--- src/rtl/time_display_scanner_if.sv ---
// rtl/time_display_scanner_if.sv - time fields in, multiplexed seven-segment display out
interface time_display_scanner_if;
  logic [4:0] timeInHoursDisplay;
  logic [5:0] timeInMinutesDisplay;
  logic [5:0] timeInSeconds;
  logic [6:0] millisecondsDisplay;
  logic       ringSound;
  logic [6:0] segments;
  logic       decimalPoint;
  logic [7:0] digitSelect;
  logic       frameValid;

  modport master (
    output timeInHoursDisplay, timeInMinutesDisplay, timeInSeconds, millisecondsDisplay, ringSound,
    input  segments, decimalPoint, digitSelect, frameValid
  );

  modport slave (
    input  timeInHoursDisplay, timeInMinutesDisplay, timeInSeconds, millisecondsDisplay, ringSound,
    output segments, decimalPoint, digitSelect, frameValid
  );
endinterface

--- src/rtl/time_display_scanner.sv ---
// rtl/time_display_scanner.sv - snapshot, double-dabble to 8 BCD digits, scanned 7-seg drive
// Optional macro LEADING_ZERO_BLANK_EN blanks the hours-tens digit when it is zero.
module time_display_scanner #(
  parameter int SCAN_DIV       = 1,
  parameter int BLINK_DIV      = 50,
  parameter bit SEG_ACTIVE_LOW = 1'b1
) (
  input logic                  clockSignal,
  input logic                  startOrStop,
  time_display_scanner_if.slave disp
);
  localparam int SCAN_W  = (SCAN_DIV > 1) ? $clog2(SCAN_DIV) : 1;
  localparam int BLINK_W = (BLINK_DIV > 1) ? $clog2(BLINK_DIV) : 1;
  localparam int CS = 0, SC = 1, MN = 2, HR = 3;

  typedef enum logic [1:0] {IDLE, LOAD, CONVERT, COMMIT} state_e;

  state_e              state_q, state_d;
  logic [2:0]          cnt_q, cnt_d;
  logic [4:0]          hr_q, hr_d;
  logic [5:0]          mn_q, mn_d;
  logic [5:0]          sc_q, sc_d;
  logic [6:0]          cs_q, cs_d;
  // Each field: {tens, ones, 7-bit binary} shifted left once per CONVERT cycle.
  logic [3:0][14:0]    sh_q, sh_d;
  logic [7:0][3:0]     buf_q, buf_d;
  logic                fv_q, fv_d;
  logic [SCAN_W-1:0]   scan_cnt_q, scan_cnt_d;
  logic [2:0]          idx_q, idx_d;
  logic [BLINK_W-1:0]  blink_cnt_q, blink_cnt_d;
  logic                blink_phase_q, blink_phase_d;
  logic [6:0]          seg_q, seg_d;
  logic                dp_q, dp_d;
  logic [7:0]          dsel_q, dsel_d;
  logic [6:0]          cs_clamp;
  logic [3:0]          digit;
  logic [6:0]          seg_hi;
  logic                dp_hi;
  logic [7:0]          dsel_hi;

  function automatic logic [14:0] dabble(input logic [14:0] v);
    logic [14:0] t;
    t = v;
    if (t[10:7] >= 4'd5)  t[10:7]  = t[10:7] + 4'd3;
    if (t[14:11] >= 4'd5) t[14:11] = t[14:11] + 4'd3;
    return {t[13:0], 1'b0};
  endfunction

  function automatic logic [6:0] seg_lut(input logic [3:0] d);
    case (d)
      4'd0:    seg_lut = 7'h3F;
      4'd1:    seg_lut = 7'h06;
      4'd2:    seg_lut = 7'h5B;
      4'd3:    seg_lut = 7'h4F;
      4'd4:    seg_lut = 7'h66;
      4'd5:    seg_lut = 7'h6D;
      4'd6:    seg_lut = 7'h7D;
      4'd7:    seg_lut = 7'h07;
      4'd8:    seg_lut = 7'h7F;
      4'd9:    seg_lut = 7'h6F;
      default: seg_lut = 7'h00;
    endcase
  endfunction

  assign cs_clamp = (disp.millisecondsDisplay > 7'd99) ? 7'd99 : disp.millisecondsDisplay;

  // The snapshot keeps the raw centiseconds so an out-of-range input does not retrigger forever.
  always_comb begin
    state_d = state_q;
    cnt_d   = cnt_q;
    hr_d    = hr_q;
    mn_d    = mn_q;
    sc_d    = sc_q;
    cs_d    = cs_q;
    sh_d    = sh_q;
    buf_d   = buf_q;
    fv_d    = 1'b0;
    case (state_q)
      IDLE: begin
        if ({disp.timeInHoursDisplay, disp.timeInMinutesDisplay, disp.timeInSeconds,
             disp.millisecondsDisplay} != {hr_q, mn_q, sc_q, cs_q})
          state_d = LOAD;
      end
      LOAD: begin
        hr_d     = disp.timeInHoursDisplay;
        mn_d     = disp.timeInMinutesDisplay;
        sc_d     = disp.timeInSeconds;
        cs_d     = disp.millisecondsDisplay;
        sh_d[HR] = 15'(disp.timeInHoursDisplay);
        sh_d[MN] = 15'(disp.timeInMinutesDisplay);
        sh_d[SC] = 15'(disp.timeInSeconds);
        sh_d[CS] = 15'(cs_clamp);
        cnt_d    = 3'd0;
        state_d  = CONVERT;
      end
      CONVERT: begin
        for (int i = 0; i < 4; i++) sh_d[i] = dabble(sh_q[i]);
        cnt_d = cnt_q + 3'd1;
        if (cnt_q == 3'd6) begin
          state_d = COMMIT;
          fv_d    = 1'b1;
        end
      end
      COMMIT: begin
        buf_d   = {sh_q[HR][14:7], sh_q[MN][14:7], sh_q[SC][14:7], sh_q[CS][14:7]};
        state_d = IDLE;
      end
      default: state_d = IDLE;
    endcase
  end

  always_comb begin
    scan_cnt_d    = scan_cnt_q + SCAN_W'(1);
    idx_d         = idx_q;
    blink_cnt_d   = '0;
    blink_phase_d = 1'b0;
    if (scan_cnt_q == SCAN_W'(SCAN_DIV - 1)) begin
      scan_cnt_d = '0;
      idx_d      = idx_q + 3'd1;
    end
    if (disp.ringSound) begin
      blink_phase_d = blink_phase_q;
      blink_cnt_d   = blink_cnt_q + BLINK_W'(1);
      if (blink_cnt_q == BLINK_W'(BLINK_DIV - 1)) begin
        blink_cnt_d   = '0;
        blink_phase_d = ~blink_phase_q;
      end
    end

    digit   = buf_q[idx_q];
    seg_hi  = seg_lut(digit);
`ifdef LEADING_ZERO_BLANK_EN
    if (idx_q == 3'd7 && digit == 4'd0) seg_hi = 7'h00;
`endif
    dp_hi   = (idx_q == 3'd2) || (idx_q == 3'd4) || (idx_q == 3'd6);
    dsel_hi = 8'b1 << idx_q;
    // Live ringSound gate lets a dropped alarm unblank on the very next edge.
    if (disp.ringSound && blink_phase_q) begin
      seg_hi  = 7'h00;
      dp_hi   = 1'b0;
      dsel_hi = 8'h00;
    end
    seg_d  = seg_hi ^ {7{SEG_ACTIVE_LOW}};
    dp_d   = dp_hi ^ SEG_ACTIVE_LOW;
    dsel_d = dsel_hi ^ {8{SEG_ACTIVE_LOW}};
  end

  always_ff @(posedge clockSignal or posedge startOrStop) begin
    if (startOrStop) begin
      state_q       <= IDLE;
      cnt_q         <= '0;
      hr_q          <= '0;
      mn_q          <= '0;
      sc_q          <= '0;
      cs_q          <= '0;
      sh_q          <= '0;
      buf_q         <= '0;
      fv_q          <= 1'b0;
      scan_cnt_q    <= '0;
      idx_q         <= '0;
      blink_cnt_q   <= '0;
      blink_phase_q <= 1'b0;
      seg_q         <= {7{SEG_ACTIVE_LOW}};
      dp_q          <= SEG_ACTIVE_LOW;
      dsel_q        <= {8{SEG_ACTIVE_LOW}};
    end else begin
      state_q       <= state_d;
      cnt_q         <= cnt_d;
      hr_q          <= hr_d;
      mn_q          <= mn_d;
      sc_q          <= sc_d;
      cs_q          <= cs_d;
      sh_q          <= sh_d;
      buf_q         <= buf_d;
      fv_q          <= fv_d;
      scan_cnt_q    <= scan_cnt_d;
      idx_q         <= idx_d;
      blink_cnt_q   <= blink_cnt_d;
      blink_phase_q <= blink_phase_d;
      seg_q         <= seg_d;
      dp_q          <= dp_d;
      dsel_q        <= dsel_d;
    end
  end

  assign disp.segments     = seg_q;
  assign disp.decimalPoint = dp_q;
  assign disp.digitSelect  = dsel_q;
  assign disp.frameValid   = fv_q;
endmodule
--- src/flat_wrapper.sv ---
// flat-port wrapper written by rule: the top's interface ports become plain ports
module time_display_scanner_flat 
#(
  parameter int SCAN_DIV       = 1,
  parameter int BLINK_DIV      = 50,
  parameter bit SEG_ACTIVE_LOW = 1'b1
)
  (clockSignal, startOrStop, disp_timeInHoursDisplay, disp_timeInMinutesDisplay, disp_timeInSeconds, disp_millisecondsDisplay, disp_ringSound, disp_segments, disp_decimalPoint, disp_digitSelect, disp_frameValid);
  time_display_scanner_if disp_i ();
  input logic clockSignal;
  input logic startOrStop;
  input wire logic [$bits(disp_i.timeInHoursDisplay)-1:0] disp_timeInHoursDisplay;
  input wire logic [$bits(disp_i.timeInMinutesDisplay)-1:0] disp_timeInMinutesDisplay;
  input wire logic [$bits(disp_i.timeInSeconds)-1:0] disp_timeInSeconds;
  input wire logic [$bits(disp_i.millisecondsDisplay)-1:0] disp_millisecondsDisplay;
  input wire logic [$bits(disp_i.ringSound)-1:0] disp_ringSound;
  output wire logic [$bits(disp_i.segments)-1:0] disp_segments;
  output wire logic [$bits(disp_i.decimalPoint)-1:0] disp_decimalPoint;
  output wire logic [$bits(disp_i.digitSelect)-1:0] disp_digitSelect;
  output wire logic [$bits(disp_i.frameValid)-1:0] disp_frameValid;
  assign disp_i.timeInHoursDisplay = disp_timeInHoursDisplay;
  assign disp_i.timeInMinutesDisplay = disp_timeInMinutesDisplay;
  assign disp_i.timeInSeconds = disp_timeInSeconds;
  assign disp_i.millisecondsDisplay = disp_millisecondsDisplay;
  assign disp_i.ringSound = disp_ringSound;
  assign disp_segments = disp_i.segments;
  assign disp_decimalPoint = disp_i.decimalPoint;
  assign disp_digitSelect = disp_i.digitSelect;
  assign disp_frameValid = disp_i.frameValid;
  time_display_scanner #(.SCAN_DIV(SCAN_DIV), .BLINK_DIV(BLINK_DIV), .SEG_ACTIVE_LOW(SEG_ACTIVE_LOW)) u_core (.clockSignal(clockSignal), .startOrStop(startOrStop), .disp(disp_i));
endmodule
--- config.mk ---
export PLATFORM = sky130hd
export DESIGN_NAME = time_display_scanner_flat
export DESIGN_NICKNAME = d
export VERILOG_FILES = /design/src/rtl/time_display_scanner_if.sv /design/src/rtl/time_display_scanner.sv /design/src/flat_wrapper.sv
export SDC_FILE = /design/constraint.sdc
export NUM_CORES = 1
export LEC_CHECK = 0
export ABC_AREA = 1
export CORE_MARGIN = 2
export CORE_UTILIZATION = 45
export CTS_BUF_LIST = sky130_fd_sc_hd__clkbuf_8 sky130_fd_sc_hd__clkbuf_16
export CTS_CLUSTER_SIZE = 8
export DETAILED_ROUTE_END_ITERATION = 6
export SLEW_MARGIN = 40
export SYNTH_ARGS = -nofsm -noshare
export SYNTH_HDL_FRONTEND = slang
export SYNTH_SLANG_ARGS = --single-unit
--- constraint.sdc ---
create_clock -name clockSignal -period 6.48 [get_ports clockSignal]
set_clock_uncertainty 0.05 [all_clocks]
set_input_delay 0.972 -clock clockSignal [delete_from_list [all_inputs] [get_ports clockSignal]]
set_output_delay 0.972 -clock clockSignal [all_outputs]
set_load 0.03 [all_outputs]
==> summary by stage <==
Run status
The flow ran to the end, and the final reports show no timing, DRC or antenna violations.

Logic synthesis
The synthesized design contains 0 enable-type register cells. A synthesized cell averages 8.77 µm². The number of distinct standard cells referenced by the synthesized netlist is 38. Of the synthesized area, sequential elements account for 0.513. The most instantiated flip-flop cell in the synthesis netlist is sky130_fd_sc_hd__dfrtp_1. The number of instances in the synthesized netlist is roughly 830. The synthesized netlist occupies a cell area of 7250 µm². The post-synthesis async set-or-reset flop share is 1.00. The number of nets in the synthesized netlist is 890. For this run, the number of Yosys warnings is 0.

The synthesized design contains around 150 register bits.

Place
Once detailed placement completed, the half-perimeter wirelength came to 9560 µm. The number of instances in the placed design is 1059. At the end of routability-driven placement, the weighted congestion stood at 0.806. Input and output buffers added on the ports amount to 43. The post-place setup slack is 3780 ps.

Cells and area
The number of antenna diodes in the final layout is 0. The net count reported at finish is 925. The layout has 1494 filler cells. Of the cells placed in the final design, the portion with a size suffix greater than 1 is 0.0857. The signed area change from the synthesized netlist to the final layout is 16.3%.

Once layout is complete, the cells apart from fillers number between 1000 and 1500.

STA
Subtracting the final worst setup slack from the clock period gives approximately 2600 ps. Setup violations remaining at the end of the flow were counted as 0. The worst-case setup margin in the final layout is 3860 ps. Setup repair after global routing left no endpoint under its margin.

Summed over all failing endpoints, the final setup total negative slack is 0 ps. In the finished design, the share of the clock period the worst path needs comes to 0.404. The worst-case headroom to the max-slew limit is 0.518.

For the pin with the worst max-slew slack, the measured transition is 723 ps. The final count of hold timing violations is 0. For this run, the top clock speed supported by timing is 0.382 GHz. The number of slew-limit violations in the final report is 0.

Pwr
The analysis attributes to cell leakage a power of 4.02 nW. In this run the power density over the cells is 392 nW/µm². The peak supply drop is between 0.2 and 0.25 mV.

Routing
For this block, the via count after detailed routing is ~5500. After detailed routing, the average wire length per cell comes to 12.8 µm. The remaining antenna violation count after routing is 0. The total routed wirelength is 14000 µm. The detailed-routing iteration count for the pre-antenna-repair pass is 5. In the routed layout, each cell is associated on average with a via count of 5.00.

The DRC violation total after the first TritonRoute iteration is 288. After detailed routing, the number of remaining DRC violations is 0.

Floorplan
The overall die area is 17200 µm². The vertical die dimension is 131 µm. In this run the horizontal extent of the chip is 131 µm.

The area of the placeable core is around 16000 µm². The number of top-level pins is 44. For this configuration, the core starts out at a cell density of 0.458. The standard-cell row count is 46.

Global route
The maximum number of pins on one net before global-route repair is 107. The initial antenna violation count is 0. After global routing the overflow that remains totals 0. The overall global routing resource usage is 0.180.

The first-pass GRT wire length is 24400 µm. The number of global-route vias before repair is 5352.

Job
The max-capacitance violation count is 0.

Clock tree
In this run the deepest clock path goes through 2 buffers. Counting every sink on the clock net gives 148. The later-pin clock latency in the skew report is between 400 and 500 ps. The total of hold buffers inserted after clock tree synthesis is 0. The number of setup buffers added after CTS is 0.

Clock-pin slew was measured on the worst setup and hold paths at 50 ps. The total CTS buffers is 17. TritonCTS built the clock tree. Post-CTS repair changed the size of 0 cells. The root buffer cell chosen for the clock tree is sky130_fd_sc_hd__clkbuf_16. In this run the number of H-tree levels came out at 4.

Worst setup path
The kind of cell adding the most delay to the critical path is buffers and inverters. The worst setup path is launched from a flop. The arrival time of data at the critical path endpoint is approximately 1600 ps. On the worst path, the slowest cell contributes a delay of about 660 ps.

The worst setup path is captured at a primary output. The number of buffer and inverter stages on the critical path is 1. The signal on the critical path passes through clkdlybuf4s50_1. STA puts the critical path data required time at 5460 ps.

The critical path in this run is classified as reg -> out. For this design, the slowest cell found on the critical path is sky130_fd_sc_hd__clkdlybuf4s50_1. Along the worst path, the maximum fanout reaches 1.

Worst hold path
The path class of the tightest hold or removal check is reg -> reg.
[Yosys cell counts, types with 8 or more instances]
cell type,count,area (µm²)
sky130_fd_sc_hd__nor2_1,45,169
sky130_fd_sc_hd__ha_1,36,450
sky130_fd_sc_hd__a21oi_1,32,160
sky130_fd_sc_hd__clkbuf_1,17,63.8
sky130_fd_sc_hd__xor2_1,8,70.1
sky130_fd_sc_hd__o22ai_1,25,156
sky130_fd_sc_hd__inv_1,132,495
sky130_fd_sc_hd__o221ai_1,19,166
sky130_fd_sc_hd__dfrtp_1,132,3300
sky130_fd_sc_hd__nand2_1,177,664
sky130_fd_sc_hd__nand3_1,43,215
sky130_fd_sc_hd__o21ai_0,62,310
sky130_fd_sc_hd__buf_2,9,45.0
sky130_fd_sc_hd__dfstp_2,16,420
sky130_fd_sc_hd__o21ai_1,15,75.1
[path summary, 6_finish.rpt]
path / cells after the start / start / slack, ps / to
worst min-delay path: 2 / u_core.sh_q[0] / 440 / u_core.sh_q[0]
worst max register to register: 7 / u_core.state_q[0] / 4080 / u_core.sh_q[12]
max in group asynchronous: 3 / startOrStop / 4300 / u_core.disp.decimalPoint
worst min register to register: 2 / u_core.sh_q[0] / 440 / u_core.sh_q[0]
worst max-delay path: 1 / u_core.disp.digitSelect[1] / 3860 / disp_digitSelect[1]
min in group asynchronous: 2 / startOrStop / 1040 / u_core.mn_q[1]
[power breakdown]
group | switching (mW) | total, mW | internal, mW
registers | 0.114 | 1.31 | 1.19
logic | 0.711 | 1.07 | 0.356
clock network | 0.355 | 0.935 | 0.580
[state kept, by name (all words and copies together) (netlist names), 2 cells and up]
register / flops
u_core.disp.segments: 7
u_core.mn_q: 6
u_core.state_q: 2
u_core.idx_q: 3
u_core.cs_q: 7
u_core.disp.digitSelect: 8
u_core.sh_q: 60
u_core.blink_cnt_q: 6
u_core.buf_q: 32
u_core.cnt_q: 3
u_core.sc_q: 6
u_core.hr_q: 5
[cells in the final DEF (no fill, tap or decap), drive strengths merged]
cell           count
xnor2              3
xor2               8
nor2              46
nand4              1
ha                36
a21boi             1
nor3b              1
buf                4
o21a               1
a32o               7
o32ai              3
inv              142
o21ai             79
o22ai             25
o221ai            19
nand3             45
clkbuf            23
clkinvlp           1
nor3               2
clkdlybuf4s50     43
or2                3
clkinv             2
nand3b             2
bufinv             1
dfrtp            132
a21oi             32
mux2               6
dfstp             16
a31oi              2
o211ai             7
nand2            182
[logic make-up (layout without fill, tap and decap cells)]
| group | after synthesis | count (layout) | share of synthesized area |
|---|---|---|---|
| AOI/OAI and AO/OA | 176 | 176 | 0.148 |
| xor gates and xnor gates | 11 | 11 | 0.0133 |
| adders and majority gates | 36 | 36 | 0.0621 |
| buffers and inverters | 168 | 216 | 0.0912 |
| DFF | 148 | 148 | 0.513 |
| muxes | 6 | 6 | 0.00931 |
| and+or+nand+nor | 282 | 282 | 0.163 |
[cell type report]
cell class                      count  area [µm²]  share of cell area
Sequential cell                   148        3720               0.441
Multi-Input combinational cell    511        2880               0.342
Inverter                          137         527              0.0624
Clock buffer                       23         508              0.0602
Timing Repair Buffer               47         460              0.0546
Tap cell                          216         270              0.0320
Clock inverter                      9        65.1             0.00771
[per-layer routing]
metal | global-route usage | vias up | part of all wire
met3 | 0.0432 | 13 | 0.038
met2 | 0.308 | 88 | 0.49
li1 | - | 2756 | -
met5 | 0 | - | 0
met4 | 0.0569 | 0 | 0.012
met1 | 0.226 | 2597 | 0.46
[per-stage QoR]
step                utilization  power (mW)  hold WS [ps]  instance area (µm²)
finish                    0.533        3.31           436                 8440
global route              0.533        3.57           462                 8440
CTS                       0.533        3.34           441                 8440
detailed placement        0.497        2.40           427                 7860
global placement          0.496        2.35           420                 7850
floorplan                     -        2.11           400                 7250
Power figures use the tool's default switching activity.
